<file path="src/rtl/alu_rr_scheduler.sv">
// Purpose : round-robin scheduler sharing one external 8-bit ALU between NREQ requesters.
// Latency : accept cycle T, ALU evaluates in T+1, response valid from T+2 (T+1 for rejected opcodes).
// Backpr. : one op in flight; no new request is accepted until the response handshakes.
//
// Ports:
//   clk, rst_n                  clock (rising edge) and async active-low reset
//   req_valid/req_ready         per-requester handshake; req_ready is one-hot or zero
//   req_op/req_a/req_b          packed per-requester opcode (4b) and operands (8b)
//   rsp_valid/rsp_ready         single response channel
//   rsp_id/rsp_result/rsp_flags response tag, ALU result, {carry, overflow, zero, negative}
//   rsp_err                     illegal-opcode indication
//   busy                        high whenever an operation is in flight
//   alu_a/alu_b/alu_sel         registered operands/opcode to the external ALU
//   alu_result/alu_*            combinational ALU outputs
//
// Optional build macro: ALU_ILLEGAL_OP_CHECK_EN -- opcodes above 4'b1010 bypass the
// ALU and return result 0, flags 0, rsp_err=1 one cycle after acceptance.
module alu_rr_scheduler #(
    parameter int NREQ = 2,
    parameter int IDW  = 2
) (
    input  logic                clk,
    input  logic                rst_n,
    input  logic [NREQ-1:0]     req_valid,
    output logic [NREQ-1:0]     req_ready,
    input  logic [4*NREQ-1:0]   req_op,
    input  logic [8*NREQ-1:0]   req_a,
    input  logic [8*NREQ-1:0]   req_b,
    output logic                rsp_valid,
    input  logic                rsp_ready,
    output logic [IDW-1:0]      rsp_id,
    output logic [7:0]          rsp_result,
    output logic [3:0]          rsp_flags,
    output logic                rsp_err,
    output logic                busy,
    output logic [7:0]          alu_a,
    output logic [7:0]          alu_b,
    output logic [3:0]          alu_sel,
    input  logic [7:0]          alu_result,
    input  logic                alu_carry,
    input  logic                alu_overflow,
    input  logic                alu_zero,
    input  logic                alu_negative
);

    typedef enum logic [1:0] {
        ST_IDLE  = 2'd0,
        ST_ISSUE = 2'd1,
        ST_RESP  = 2'd2
    } state_t;

    state_t             state_q, state_d;
    logic [IDW-1:0]     ptr_q;

    logic [NREQ-1:0]    gnt_vec;
    logic [IDW-1:0]     gnt_idx;
    logic               gnt_any;
    logic [3:0]         sel_op;
    logic [7:0]         sel_a, sel_b;
    logic [IDW:0]       cand;
    logic               accept;
    logic               skip_issue;

    // Search starts one past the last winner so the previous winner has lowest priority.
    always_comb begin
        gnt_vec = '0;
        gnt_idx = '0;
        gnt_any = 1'b0;
        sel_op  = '0;
        sel_a   = '0;
        sel_b   = '0;
        cand    = '0;
        for (int k = 1; k <= NREQ; k++) begin
            cand = {1'b0, ptr_q} + (IDW+1)'(k);
            if (cand >= (IDW+1)'(NREQ)) begin
                cand = cand - (IDW+1)'(NREQ);
            end
            for (int i = 0; i < NREQ; i++) begin
                if (!gnt_any && (cand == (IDW+1)'(i)) && req_valid[i]) begin
                    gnt_any    = 1'b1;
                    gnt_idx    = IDW'(i);
                    gnt_vec[i] = 1'b1;
                    sel_op     = req_op[4*i +: 4];
                    sel_a      = req_a[8*i +: 8];
                    sel_b      = req_b[8*i +: 8];
                end
            end
        end
    end

    assign accept = (state_q == ST_IDLE) && gnt_any;

`ifdef ALU_ILLEGAL_OP_CHECK_EN
    assign skip_issue = accept && (sel_op > 4'b1010);
`else
    assign skip_issue = 1'b0;
`endif

    // Gated by rst_n so no grant is advertised while reset is held.
    assign req_ready = gnt_vec & {NREQ{rst_n && (state_q == ST_IDLE)}};
    assign rsp_valid = (state_q == ST_RESP);
    assign busy      = (state_q != ST_IDLE);

    always_ff @(posedge clk or negedge rst_n) begin
        if (!rst_n) begin
            state_q <= ST_IDLE;
        end else begin
            state_q <= state_d;
        end
    end

    always_comb begin
        state_d = state_q;
        case (state_q)
            ST_IDLE:  if (accept)    state_d = skip_issue ? ST_RESP : ST_ISSUE;
            ST_ISSUE:                state_d = ST_RESP;
            ST_RESP:  if (rsp_ready) state_d = ST_IDLE;
            default:                 state_d = ST_IDLE;
        endcase
    end

    always_ff @(posedge clk or negedge rst_n) begin
        if (!rst_n) begin
            ptr_q      <= IDW'(NREQ-1);
            rsp_id     <= '0;
            rsp_result <= '0;
            rsp_flags  <= '0;
            alu_a      <= '0;
            alu_b      <= '0;
            alu_sel    <= '0;
        end else begin
            if (accept) begin
                rsp_id <= gnt_idx;
                ptr_q  <= gnt_idx;
                // Rejected opcodes never reach the ALU, so its inputs keep the last issue.
                if (!skip_issue) begin
                    alu_sel <= sel_op;
                    alu_a   <= sel_a;
                    alu_b   <= sel_b;
                end
`ifdef ALU_ILLEGAL_OP_CHECK_EN
                if (skip_issue) begin
                    rsp_result <= '0;
                    rsp_flags  <= '0;
                end
`endif
            end
            if (state_q == ST_ISSUE) begin
                rsp_result <= alu_result;
                rsp_flags  <= {alu_carry, alu_overflow, alu_zero, alu_negative};
            end
        end
    end

`ifdef ALU_ILLEGAL_OP_CHECK_EN
    always_ff @(posedge clk or negedge rst_n) begin
        if (!rst_n) begin
            rsp_err <= 1'b0;
        end else if (accept) begin
            rsp_err <= skip_issue;
        end
    end
`else
    assign rsp_err = 1'b0;
`endif

endmodule

</file>
<file path="config.mk">
export PLATFORM = sky130hd
export DESIGN_NAME = alu_rr_scheduler
export DESIGN_NICKNAME = d
export VERILOG_FILES = /design/src/rtl/alu_rr_scheduler.sv
export SDC_FILE = /design/constraint.sdc
export NUM_CORES = 1
export LEC_CHECK = 0
export ABC_AREA = 1
export CORE_MARGIN = 1
export CORE_UTILIZATION = 35
export CTS_CLUSTER_SIZE = 25
export DETAILED_ROUTE_END_ITERATION = 8
export GPL_TIMING_DRIVEN = 0
export PLACE_DENSITY = 0.76
export SLEW_MARGIN = 10
export SYNTH_ARGS = -nofsm -noshare
export SYNTH_HDL_FRONTEND = slang
export SYNTH_SLANG_ARGS = --single-unit
</file>
<file path="constraint.sdc">
create_clock -name clk -period 1.2 [get_ports clk]
set_input_delay 0.24 -clock clk [delete_from_list [all_inputs] [get_ports clk]]
set_output_delay 0.24 -clock clk [all_outputs]
set_load 0.01 [all_outputs]
</file>
# After elaboration in Yosys (flattened, before gate mapping)
# Index checks and enable logic that the tools add are counted.
[totals] reg_bits=38 inputBits=57 output_inout_bits=39 wordCells=65
[classes] add_sub_neg=4 order_cmp=2 eq_ne=6 n_mux=27 bitwise_logic=1 n_reduce_logical=17
[ops] cell="8-bit 2-to-1 mux" count=8
[ops] cell="4-bit 2-to-1 mux" count=4
[ops] cell="1-bit logical AND" count=9
[ops] cell="1-bit 2-to-1 mux" count=9
[ops] cell="3-bit by 1-bit == test with 1-bit output (second input constant)" count=2
[ops] cell="3-bit by 2-bit >= comparator with 1-bit output (second input constant)" count=2
[ops] cell="3-bit logical NOT" count=2
[ops] cell="2-bit 2-to-1 mux" count=3
[ops] cell="3-bit 2-to-1 mux" count=2
[ops] cell="2-bit case mux with 3 select lines" count=1
[ops] cell="3-bit by 2-bit subtractor with 3-bit output (second input constant)" count=2
[ops] cell="2-bit by 1-bit adder with 3-bit output (second input constant)" count=1
[ops] cell="2-bit by 2-bit adder with 3-bit output (second input constant)" count=1
[ops] cell="1-bit logical NOT" count=3
[ops] cell="2-bit AND" count=1
[ops] cell="2-bit by 1-bit == test with 1-bit output (second input constant)" count=1
[ops] cell="2-bit == test (second input constant)" count=1
[ops] cell="2-bit logical NOT" count=1
[ops] cell="2-bit by 1-bit != test with 1-bit output (second input constant)" count=1
[ops] cell="2-bit != test (second input constant)" count=1
[ops] cell="2-bit AND reduction" count=1
[ops] cell="2-bit nonzero test" count=1

# Logic depth before layout (Yosys ltp)
# Gate-level depths: netlist of run 1.
[logic_depth] ltp_word=21 mapped_depth=7

# Worst setup path after synthesis of run 1
# No wires, ideal clock.
[synth_timing] path_type="register to output" startpoint="register ptr_q[0]" endpoint="output req_ready[0]" t_arrival_ns=1.074 required_time_ns=0.960 setup_slack_ns=-0.114 path_stages_with_launch=6 path_cell_list="dfstp_2 inv_1 nand2_1 nand2_1 buf_2 nor3_1"
[synth_via] elab_chain_len=15 word_cells_on_any_way=22 classes_between="4 x add/sub; 2 x order compare; 1 x eq/ne; 5 x mux; 1 x bitwise; 9 x reduce/logical"
[synth_rtl] element="from (decl)" line_no="53" text="logic [IDW-1:0] ptr_q;"
[synth_rtl] element="from (signal assigned)" line_no="124" text="ptr_q <= IDW'(NREQ-1);"
[synth_rtl] element="from (signal assigned)" line_no="134" text="ptr_q <= gnt_idx;"
[synth_rtl] element="2-bit by 1-bit adder with 3-bit output" line_no="74" text="cand = {1'b0, ptr_q} + (IDW+1)'(k);"
[synth_rtl] element="3-bit by 2-bit subtractor with 3-bit output or 3-bit by 2-bit >= comparator with 1-bit output (tied branches)" line_no="76, 75"
[synth_rtl] element="3-bit 2-to-1 mux" line_no="75" text="if (cand >= (IDW+1)'(NREQ)) begin"
[synth_rtl] element="3-bit logical NOT" line_no="79" text="if (!gnt_any && (cand == (IDW+1)'(i)) && req_valid[i]) begin"
[synth_rtl] element="1-bit logical AND" line_no="79"
[synth_rtl] element="1-bit 2-to-1 mux" line_no="79"
[synth_rtl] element="1-bit logical NOT" line_no="79"
[synth_rtl] element="1-bit logical AND (2 in series)" line_no="79"
[synth_rtl] element="1-bit 2-to-1 mux" line_no="79"
[synth_rtl] element="1-bit logical NOT" line_no="79"
[synth_rtl] element="1-bit logical AND (2 in series)" line_no="79"
[synth_rtl] element="1-bit 2-to-1 mux *" line_no="79"
[synth_rtl] element="2-bit AND *" line_no="100" text="assign req_ready = gnt_vec & {NREQ{rst_n && (state_q == ST_IDLE)}};"
[synth_rtl] element="to (decl)" line_no="25" text="output logic [NREQ-1:0] req_ready,"
# Mark *: on every way between the ends. The rest lies on a longest branch, timed or not.

# Final worst setup path of run 1
# Same ends and word-level chain as after synthesis.

==> qor.csv, run 1 <==
stage,metric,value,unit
clock_network,cts_tree,done,
timing,hold_ws,-0.247,ns
placed_design,portBuffers,93,
drt,antenna_left,0,
clock_network,clkSlewWorstSetupHoldPaths,0.07,ns
critical_path,r2r-start,state_q[0]$_DFFE_PN0P_,
floorplan,io_pins,96,
timing,slew_violations,0,
placed_design,place.gp.congestion,0.759,
run_status,violations,"hold timing, setup timing",
clock_network,htreeDepth,2,
critical_path,critPathLaunch,ptr_q[0]$_DFFE_PN1P_,
pwr,switching_share,0.392,
timing,rsz0062_at_grt,true,
pwr,p_clk_frac,0.130,
drt,routed_wl,5.45,mm
drt,first_pass_iters,4,
critical_path,crit_path_end_kind,primary output,
global_routing,grt_pass1_wl,8.64,mm
floorplan,core_area,0.00482,mm^2
timing,fin_crit_sh,1.30,
synth,synth_top_area_frac,0.493,
synth,syn_inst,230,
hold_path,hp-class,primary input to async pin,
synth,synth_cell_type_count,17,
timing,hold_viol,35,
synth,ys_seq_elements,36,
critical_path,arrival,1.32,ns
synth,yosys_warnings,0,
timing,fmax,0.641,GHz
critical_path,worst-path-max-fanout,2,
placed_design,hpwlAfterDp,3.72,mm
floorplan,dieArea,0.00536,mm^2
synth,syn-cell-area,0.00178,mm^2
pwr,leakagePower,0.00152,uW
final_layout,antenna_cells,0,
pwr,comb_power_share,0.554,
floorplan,rows,25,
pwr,p_int,4140,uW
floorplan,die-width,73.2,um
clock_network,root_buffer,clkbuf_8,
critical_path,crit_end,req_ready[0],
clock_network,clk_latency,0.28,ns
synth,synth_seq_area_share,0.508,
final_layout,nNetsFinal,402,
final_layout,area_growth,73.4,%
synth,syn_area_per_cell,7.72,um^2
pwr,p_seq_frac,0.316,
pwr,vdd_drop_max,0.00107,V
drt,via_per_inst,4.60,
run_status,status,finished with violations,
global_routing,overflow,0,
global_routing,grt_max_degree,36,
synth,yosys.area.top_type,dfrtp_1,
critical_path,worst_r2r_path_depth,8,
global_routing,grt_pass1_vias,1829,
placed_design,place_ws,-0.871,ns
timing,fin_crit,1.56,ns
timing,fin_ws,-0.360,ns
critical_path,crit_type,flip-flop to primary output,
pwr,p_per_area,2210,mW/mm^2
drt,num_vias,1900,
synth,ys_top_cells_by_area,"dfrtp_1 (49%), nand2_1 (15%), nand3_1 (9.3%)",
clock_network,clock_sinks,36,
critical_path,cp.required,0.96,ns
drt,drtIter0Drc,64,
critical_path,start_kind,flip-flop,
timing,skew,0.00315,ns
global_routing,antenna_found_initial,0,
final_layout,drive_gt1_frac,0.171,
critical_path,r2r_slack,-0.18,ns
global_routing,track_usage,0.215,
drt,post_drt_wl_per_cell,13.2,um
floorplan,initial_core_util,0.369,
floorplan,dieHeight,73.2,um
drt,drc,0,
critical_path,r2r-end,alu_a[5]$_DFFE_PN0P_,
timing,setup_violations,27,
flow_run,cap_viol_max_count,0,
final_layout,final_util,0.639,
clock_network,numCtsBuffers,5,
pwr,p_sw,2670,uW
clock_network,clk_path_buf_depth,2,
[sequential cells by signal (all words and copies together), names as in the netlist]
| register | flops |
|---|---|
| alu_a | 8 |
| alu_b | 8 |
| alu_sel | 4 |
| ptr_q | 1 |
| rsp_flags | 4 |
| rsp_id | 1 |
| rsp_result | 8 |
| state_q | 2 |
[how the worst min path moves through the flow]
stage | to | slack (ns) | start
after floorplan | alu_a[0]$_DFFE_PN0P_ | -0.06 | rst_n
after global placement | rsp_id[0]$_DFFE_PN0P_ | 0.45 | rsp_id[0]$_DFFE_PN0P_
after detailed placement | rsp_result[5]$_DFFE_PN0N_ | 0.05 | rst_n
after CTS | rsp_result[5]$_DFFE_PN0N_ | -0.25 | rst_n
after global routing | rsp_result[5]$_DFFE_PN0N_ | -0.26 | rst_n
final | rsp_result[5]$_DFFE_PN0N_ | -0.25 | rst_n
[routing by layer]
metal / global-route usage / routed length, um / vias up
li1: - / - / 953
met1: 0.269 / 2350 / 888
met2: 0.358 / 2790 / 55
met3: 0.0525 / 241 / 4
met4: 0.0828 / 69 / 0
met5: 0 / 0 / -
[placed cells by master (no fill, tap or decap), drive strengths merged, types with 2 or more instances in the layout]
cell type / instances
buf: 31
clkdlybuf4s50: 54
inv: 26
nand3: 33
conb: 2
clkbuf: 14
o21ai: 3
nor2: 23
clkdlybuf4s15: 32
nand2: 70
dfrtp: 35
nand4: 20
[cell families after synthesis]
kind of cell | after synthesis | synth area share
other | 1 | 0.00211
AO/OA/AOI/OAI | 3 | 0.0106
AND/OR/NAND/NOR | 147 | 0.367
flip-flops | 36 | 0.508
buffers and inverters | 43 | 0.112
[Yosys cell counts]
library cell and n:
inv_2 1, buf_4 4, nor2_1 22, nand2_1 70
buf_2 6, nor2_4 1, dfrtp_1 35, conb_1 1
dfstp_2 1, inv_1 25, o21ai_0 2, clkbuf_1 5
nand4_1 20, nor3_1 1, o21ai_2 1, buf_6 2
nand3_1 33
[critical path: stages, from the launching register on]
cell and delay [ns]:
dfstp_2 0.54, inv_2 0.04, nand2_2 0.05, nand2_2 0.06, buf_6 0.12, nor3_4 0.08
buf_2 0.15
[area by class of cell]
type	instances	area, um^2
inverter	26	97.6
tap	67	83.8
clock buffer	8	90.1
fill	430	1740
sequential	36	903
timing repair buffer	108	1060
multi-input combinational	152	722
buffer	16	121
[metrics by stage]
stage | instance area [um^2] | instances | TNS, ns | power (uW)
after floorplan | 1790 | 231 | -0.00187 | 3850
after global placement | 2810 | 391 | -46.60 | 5560
after detailed placement | 2820 | 392 | -9.69 | 5630
after CTS | 2990 | 408 | -1.85 | 6540
after global routing | 3080 | 413 | -5.96 | 7290
final | 3080 | 413 | -4.11 | 6810
[power by group through the flow]
stage | logic, uW | registers, uW | clock network [uW]
floorplan | 1460 | 2390 | 0
global placement | 3410 | 2150 | 0
detailed placement | 3470 | 2160 | 0
CTS | 3510 | 2120 | 906
global route | 4100 | 2210 | 980
finish | 3770 | 2150 | 885
[repair_timing]
action | CTS | global route
endpoints found under the hold margin | 35 | 35
endpoints found under the setup margin | 57 | 60
setup buffers | 7 | 6
gates resized for setup | 83 | 36
pin swaps | 2 | 1
cloned | 2 | 0
Power figures use the tool's default switching activity.
==> inputs of run 2 (changes only) <==
Settings changed: CTS_CLUSTER_SIZE 25 to 28.
==> results of run 2 <==
Same layout as run 1: the final DEF is identical, and so are final timing and power.
==> inputs of run 3 (changes only) <==
Settings changed: SKIP_LAST_GASP set to 1.
==> qor.csv, run 3 (synthesis gave the netlist of run 1 again) <==
stage,metric,value,unit,change
critical_path,r2r_slack,-0.19,ns,about the same
final_layout,reg_top3,"alu_a x8, alu_b x8, rsp_result x8",,
global_routing,grt_pass1_wl,8.65,mm,about the same
timing,fin_crit_sh,1.30,,-0.00168
final_layout,area_growth,71.9,%,
global_routing,grt_max_degree,36,,unchanged
placed_design,portBuffers,93,,unchanged
timing,fin_crit,1.56,ns,-0.00201 ns
floorplan,die-width,73.2,um,unchanged
floorplan,core_area,0.00482,mm^2,unchanged
global_routing,grt_pass1_vias,1832,,+0.16%
floorplan,dieHeight,73.2,um,unchanged
clock_network,numCtsBuffers,5,,unchanged
pwr,p_int,4080,uW,-1.4%
floorplan,initial_core_util,0.369,,unchanged
pwr,p_seq_frac,0.319,,+0.003
drt,post_drt_wl_per_cell,13.1,um,-0.67%
critical_path,worst-path-max-fanout,2,,unchanged
timing,hold_viol,35,,unchanged
timing,slew_violations,0,,unchanged
pwr,switching_share,0.393,,+0.000423
final_layout,multi_input_area,714,um^2,-1.0%
pwr,p_sw,2640,uW,-1.2%
clock_network,root_buffer,clkbuf_8,,
drt,drc,0,,unchanged
floorplan,io_pins,96,,unchanged
clock_network,clk_path_buf_depth,2,,unchanged
pwr,p_per_area,2200,mW/mm^2,-0.50%
timing,fin_setup_tns,-4.18,ns,-0.0698 ns
critical_path,worst_r2r_path_depth,8,,unchanged
pwr,p_clk_frac,0.132,,+0.002
drt,first_pass_iters,4,,unchanged
placed_design,postPlaceCellArea,0.00282,mm^2,unchanged
floorplan,rows,25,,unchanged
timing,setup_violations,27,,unchanged
final_layout,layout_common_cells,"nand2_1 (67), clkdlybuf4s50_1 (54), dfrtp_1 (34)",,
drt,num_vias,1887,,-0.68%
critical_path,cp.required,0.96,ns,about the same
placed_design,place_ws,-0.871,ns,unchanged
hold_path,hp-class,primary input to async pin,,
critical_path,r2r-end,alu_a[5]$_DFFE_PN0P_,,
final_layout,antenna_cells,0,,unchanged
global_routing,overflow,0,,unchanged
pwr,leakagePower,0.00151,uW,-1.1%
run_status,violations,"hold timing, setup timing",,
pwr,comb_power_share,0.548,,-0.006
timing,skew,0.00502,ns,+0.00188 ns
drt,drtIter0Drc,71,,+11%
timing,fin_ws,-0.358,ns,+0.00201 ns
timing,fmax,0.642,GHz,+0.13%
placed_design,place.gp.congestion,0.759,,unchanged
timing,rsz0062_at_grt,true,,
timing,hold_ws,-0.245,ns,+0.00145 ns
run_status,status,finished with violations,,
final_layout,seq_area,903,um^2,unchanged
floorplan,dieArea,0.00536,mm^2,unchanged
clock_network,htreeDepth,2,,unchanged
flow_run,cap_viol_max_count,0,,unchanged
clock_network,clock_sinks,36,,unchanged
final_layout,nNetsFinal,400,,-0.50%
critical_path,start_kind,flip-flop,,
drt,antenna_left,0,,unchanged
final_layout,final_cell_area,0.00305,mm^2,-0.85%
critical_path,r2r-start,state_q[0]$_DFFE_PN0P_,,
clock_network,clk_latency,0.28,ns,about the same
clock_network,cts_tree,done,,
global_routing,antenna_found_initial,0,,unchanged
drt,via_per_inst,4.59,,-0.20%
final_layout,drive_gt1_frac,0.160,,-0.0106
clock_network,clkSlewWorstSetupHoldPaths,0.07,ns,about the same
critical_path,crit_type,flip-flop to primary output,,
global_routing,track_usage,0.216,,+0.000295
final_layout,final_common_cell,nand2_1,,
placed_design,hpwlAfterDp,3.72,mm,unchanged
pwr,vdd_drop_max,0.00107,V,-0.40%
drt,routed_wl,5.39,mm,-1.2%
final_layout,n_fill_cell,437,,+1.6%
critical_path,crit_path_end_kind,primary output,,
critical_path,arrival,1.32,ns,about the same
[run 3: changes by cell type in the layout (fill, tap and decap cells not counted), sizes merged]
cell    change
buf         -3
clkbuf      +1
[run 3: timing repair]
item	4_1_cts	5_1_grt
endpoints found under the setup margin	57	64
setup buffers	7	4
gates cloned	2	0
pin swaps	2	1
hold endpoints to repair	35	35
gates resized for setup	79	38
[run 3: power groups by stage]
| stage | logic [uW] | clock network (uW) | registers (uW) |
|---|---|---|---|
| after CTS | 3460 | 906 | 2120 |
| after floorplan | 1460 | 0 | 2390 |
| final | 3680 | 889 | 2140 |
| after global routing | 4020 | 980 | 2210 |
| after global placement | 3410 | 0 | 2150 |
| after detailed placement | 3470 | 0 | 2160 |
[run 3: critical path: stages, from the launching register on]
cell and delay [ns]:
dfstp_2 0.54, inv_2 0.04, nand2_2 0.05, nand2_2 0.06
buf_6 0.12, nor3_4 0.08, buf_2 0.15
[run 3: layout make-up]
| class | instances | area share |
|---|---|---|
| Buffer | 16 | 0.0385 |
| Sequential cell | 36 | 0.296 |
| Timing Repair Buffer | 106 | 0.342 |
| Multi-Input combinational cell | 152 | 0.234 |
| Tap cell | 67 | 0.0275 |
| Inverter | 26 | 0.0320 |
| Clock buffer | 8 | 0.0295 |
[run 3: how the worst max path moves through the flow]
stage	startpoint	to	slack (ns)	depth (start not counted)
final	ptr_q[0]$_DFFE_PN1P_	req_ready[0]	-0.36	6
after global routing	ptr_q[0]$_DFFE_PN1P_	req_ready[0]	-0.46	6
after CTS	ptr_q[0]$_DFFE_PN1P_	req_ready[0]	-0.36	6
after detailed placement	req_valid[1]	req_ready[0]	-0.87	6
after global placement	rst_n	req_ready[0]	-2.06	4
after floorplan	ptr_q[0]$_DFFE_PN1P_	req_ready[0]	-0.002	5
[run 3: metal layers]
layer | share of wire | up-vias | GRT usage
met5 | 0 | - | 0
met4 | 0.013 | 0 | 0.0828
met3 | 0.038 | 4 | 0.0525
met2 | 0.51 | 57 | 0.358
met1 | 0.44 | 876 | 0.270
li1 | - | 950 | -
[run 3: per-stage QoR]
| stage | util | power [uW] | hold WS [ns] | std cells |
|---|---|---|---|---|
| 5_1_grt | 0.634 | 7210 | -0.265 | 411 |
| 3_3_place_gp | 0.582 | 5560 | 0.455 | 391 |
| 3_5_place_dp | 0.585 | 5630 | 0.0507 | 392 |
| 2_1_floorplan | - | 3850 | -0.0556 | 231 |
| 6_report | 0.634 | 6710 | -0.245 | 411 |
| 4_1_cts | 0.618 | 6490 | -0.253 | 408 |
==> variant: new RTL, flow settings as in run 3 <==
Build with the macro `ALU_ILLEGAL_OP_CHECK_EN` defined.
--- a/src/rtl/alu_rr_scheduler.sv
+++ b/src/rtl/alu_rr_scheduler.sv
@@ -16,4 +16,6 @@
 // Optional build macro: ALU_ILLEGAL_OP_CHECK_EN -- opcodes above 4'b1010 bypass the
 // ALU and return result 0, flags 0, rsp_err=1 one cycle after acceptance.
+`define ALU_ILLEGAL_OP_CHECK_EN
+
 module alu_rr_scheduler #(
     parameter int NREQ = 2,
Check against the original RTL: not equivalent (a bounded check fails within 4 cycles, from zero or initial values and one cycle with rst_n low).
==> variant against run 3 <==
The flow finishes with violations (setup timing). Synthesized cell count grew 4.8%. Count of clock-buffer cells in the layout shrank 2. Area after synthesis grew 3.5%. Sequential cell count grew 1. Global-route usage shrank 0.63 points. Final area grew 13%. Power grew 4.0%. Wire length grew 3.8%. Die area grew 3.4%. Worst setup slack lost 140 ps. Largest power group unchanged. Highest routed layer unchanged.
==> variant: results (changes against run 3) <==
Status
  – Status: finished with violations (unchanged)
  – Failing checks: setup timing (was hold timing, setup timing)

Place
  – Routability cong.: 0.807 (was 0.759)
  – I/O Buffers: 94 (was 93)
  – DP HPWL: 3830 um (was 3720 um)
  – Placed Area: 2920 um2 (was 2820 um2)

GRT
  – Largest net degree at the start of global routing: 22 (was 36)
  – GR Util All Layers: 20.9% (was 21.6%)

Logic synthesis
  – Yosys cell types: 19 (was 17)
  – Post-synthesis sequential area ratio: 50.4% (was 50.8%)
  – Top area cells in the synthesized netlist: dfrtp_1 49%, nand2_1 22%, nand3_1 15% (was dfrtp_1 49%, nand2_1 15%, nand3_1 9.3%)
  – Top cells by count, synth: 108 x nand2_1, 55 x nand3_1, 36 x dfrtp_1 (was 70 x nand2_1, 35 x dfrtp_1, 33 x nand3_1)

Detailed routing
  – Post-Route WL: 5600 um (was 5390 um)
  – 1st-iter DRT viols: 93 (was 71)
  – Via count: 2020 (was 1887)

Setup path
  – WP data arrival: 1460 ps (was 1320 ps)
  – Setup slack, reg-to-reg: -470 ps (was -190 ps)
  – Reg-to-reg startpoint: ptr_q[0] (was state_q[0])
  – FF-to-FF End: alu_a[7] (was alu_a[5])
  – Path depth of the worst reg2reg path: 13 (was 8)

STA
  – Setup-failing EPs final: 40 (was 27)
  – Worst Skew: 4.97 ps (was 5.02 ps)
  – Final worst setup slack: -500 ps (was -358 ps)

Power and ir drop
  – Peak supply drop: 0.00120 V (was 0.00107 V)

Die
  – Core region area: 5070 um2 (was 4820 um2)

Layout
  – Fin nets: 419 (was 400)
  – Layout cells sized above 1: 28.7% (was 16.0%)
variant: layout make-up:
cell class | count | share of cell area (%)
timing repair buffer | 114 | 33.0
multi-input combinational | 180 | 28.7
sequential | 37 | 27.0
buffer | 15 | 5.13
tap | 70 | 2.55
clock buffer | 6 | 2.40
inverter | 9 | 1.05
clock inverter | 1 | 0.218
variant: through the flow:
stage	setup WS (ps)	cells	hold WS, ps	utilization (%)
5_1_grt	-583	432	306	67.8
2_1_floorplan	-217	241	-55.6	-
3_5_place_dp	-1220	406	218	57.5
6_report	-500	432	238	67.8
3_3_place_gp	-2020	405	455	57.0
4_1_cts	-511	421	470	61.7
variant: logic make-up after synthesis:
| kind of cell | synth area share [%] |
|---|---|
| flip-flops | 50.4 |
| buffers and inverters | 7.28 |
| other | 0.204 |
| AO/OA/AOI/OAI | 0.953 |
| AND/OR/NAND/NOR | 41.1 |
variant: where the power goes:
group	internal (mW)	switching [mW]	leakage (nW)
registers	1.81	0.359	0.467
clock network	0.454	0.437	0.0433
logic	1.95	1.97	1.20
total	4.22	2.76	1.71
variant: how the worst min path moves through the flow:
stage	to
floorplan	alu_a[0]
global placement	alu_a[0]
detailed placement	alu_b[3]
CTS	alu_a[0]
global route	rsp_id[0]
finish	rsp_id[0]
variant: timing repair:
| action | 4_1_cts | 5_1_grt |
|---|---|---|
| endpoints found under the setup margin | 75 | 73 |
| pin swaps | 1 | 17 |
| buffers inserted | 4 | 9 |
| resized for setup | 96 | 69 |
| endpoints found under the hold margin | 15 | 0 |
| hold buffers | 2 | 0 |
| cloned | 2 | 2 |
variant: metal layers:
metal / share of wire (%) / vias to the layer above / track usage (%)
met4: 1.2 / 0 / 6.71
met5: 0 / - / 0
met1: 40 / 939 / 26.2
met2: 52 / 65 / 34.9
li1: - / 1008 / -
met3: 6.8 / 8 / 5.83
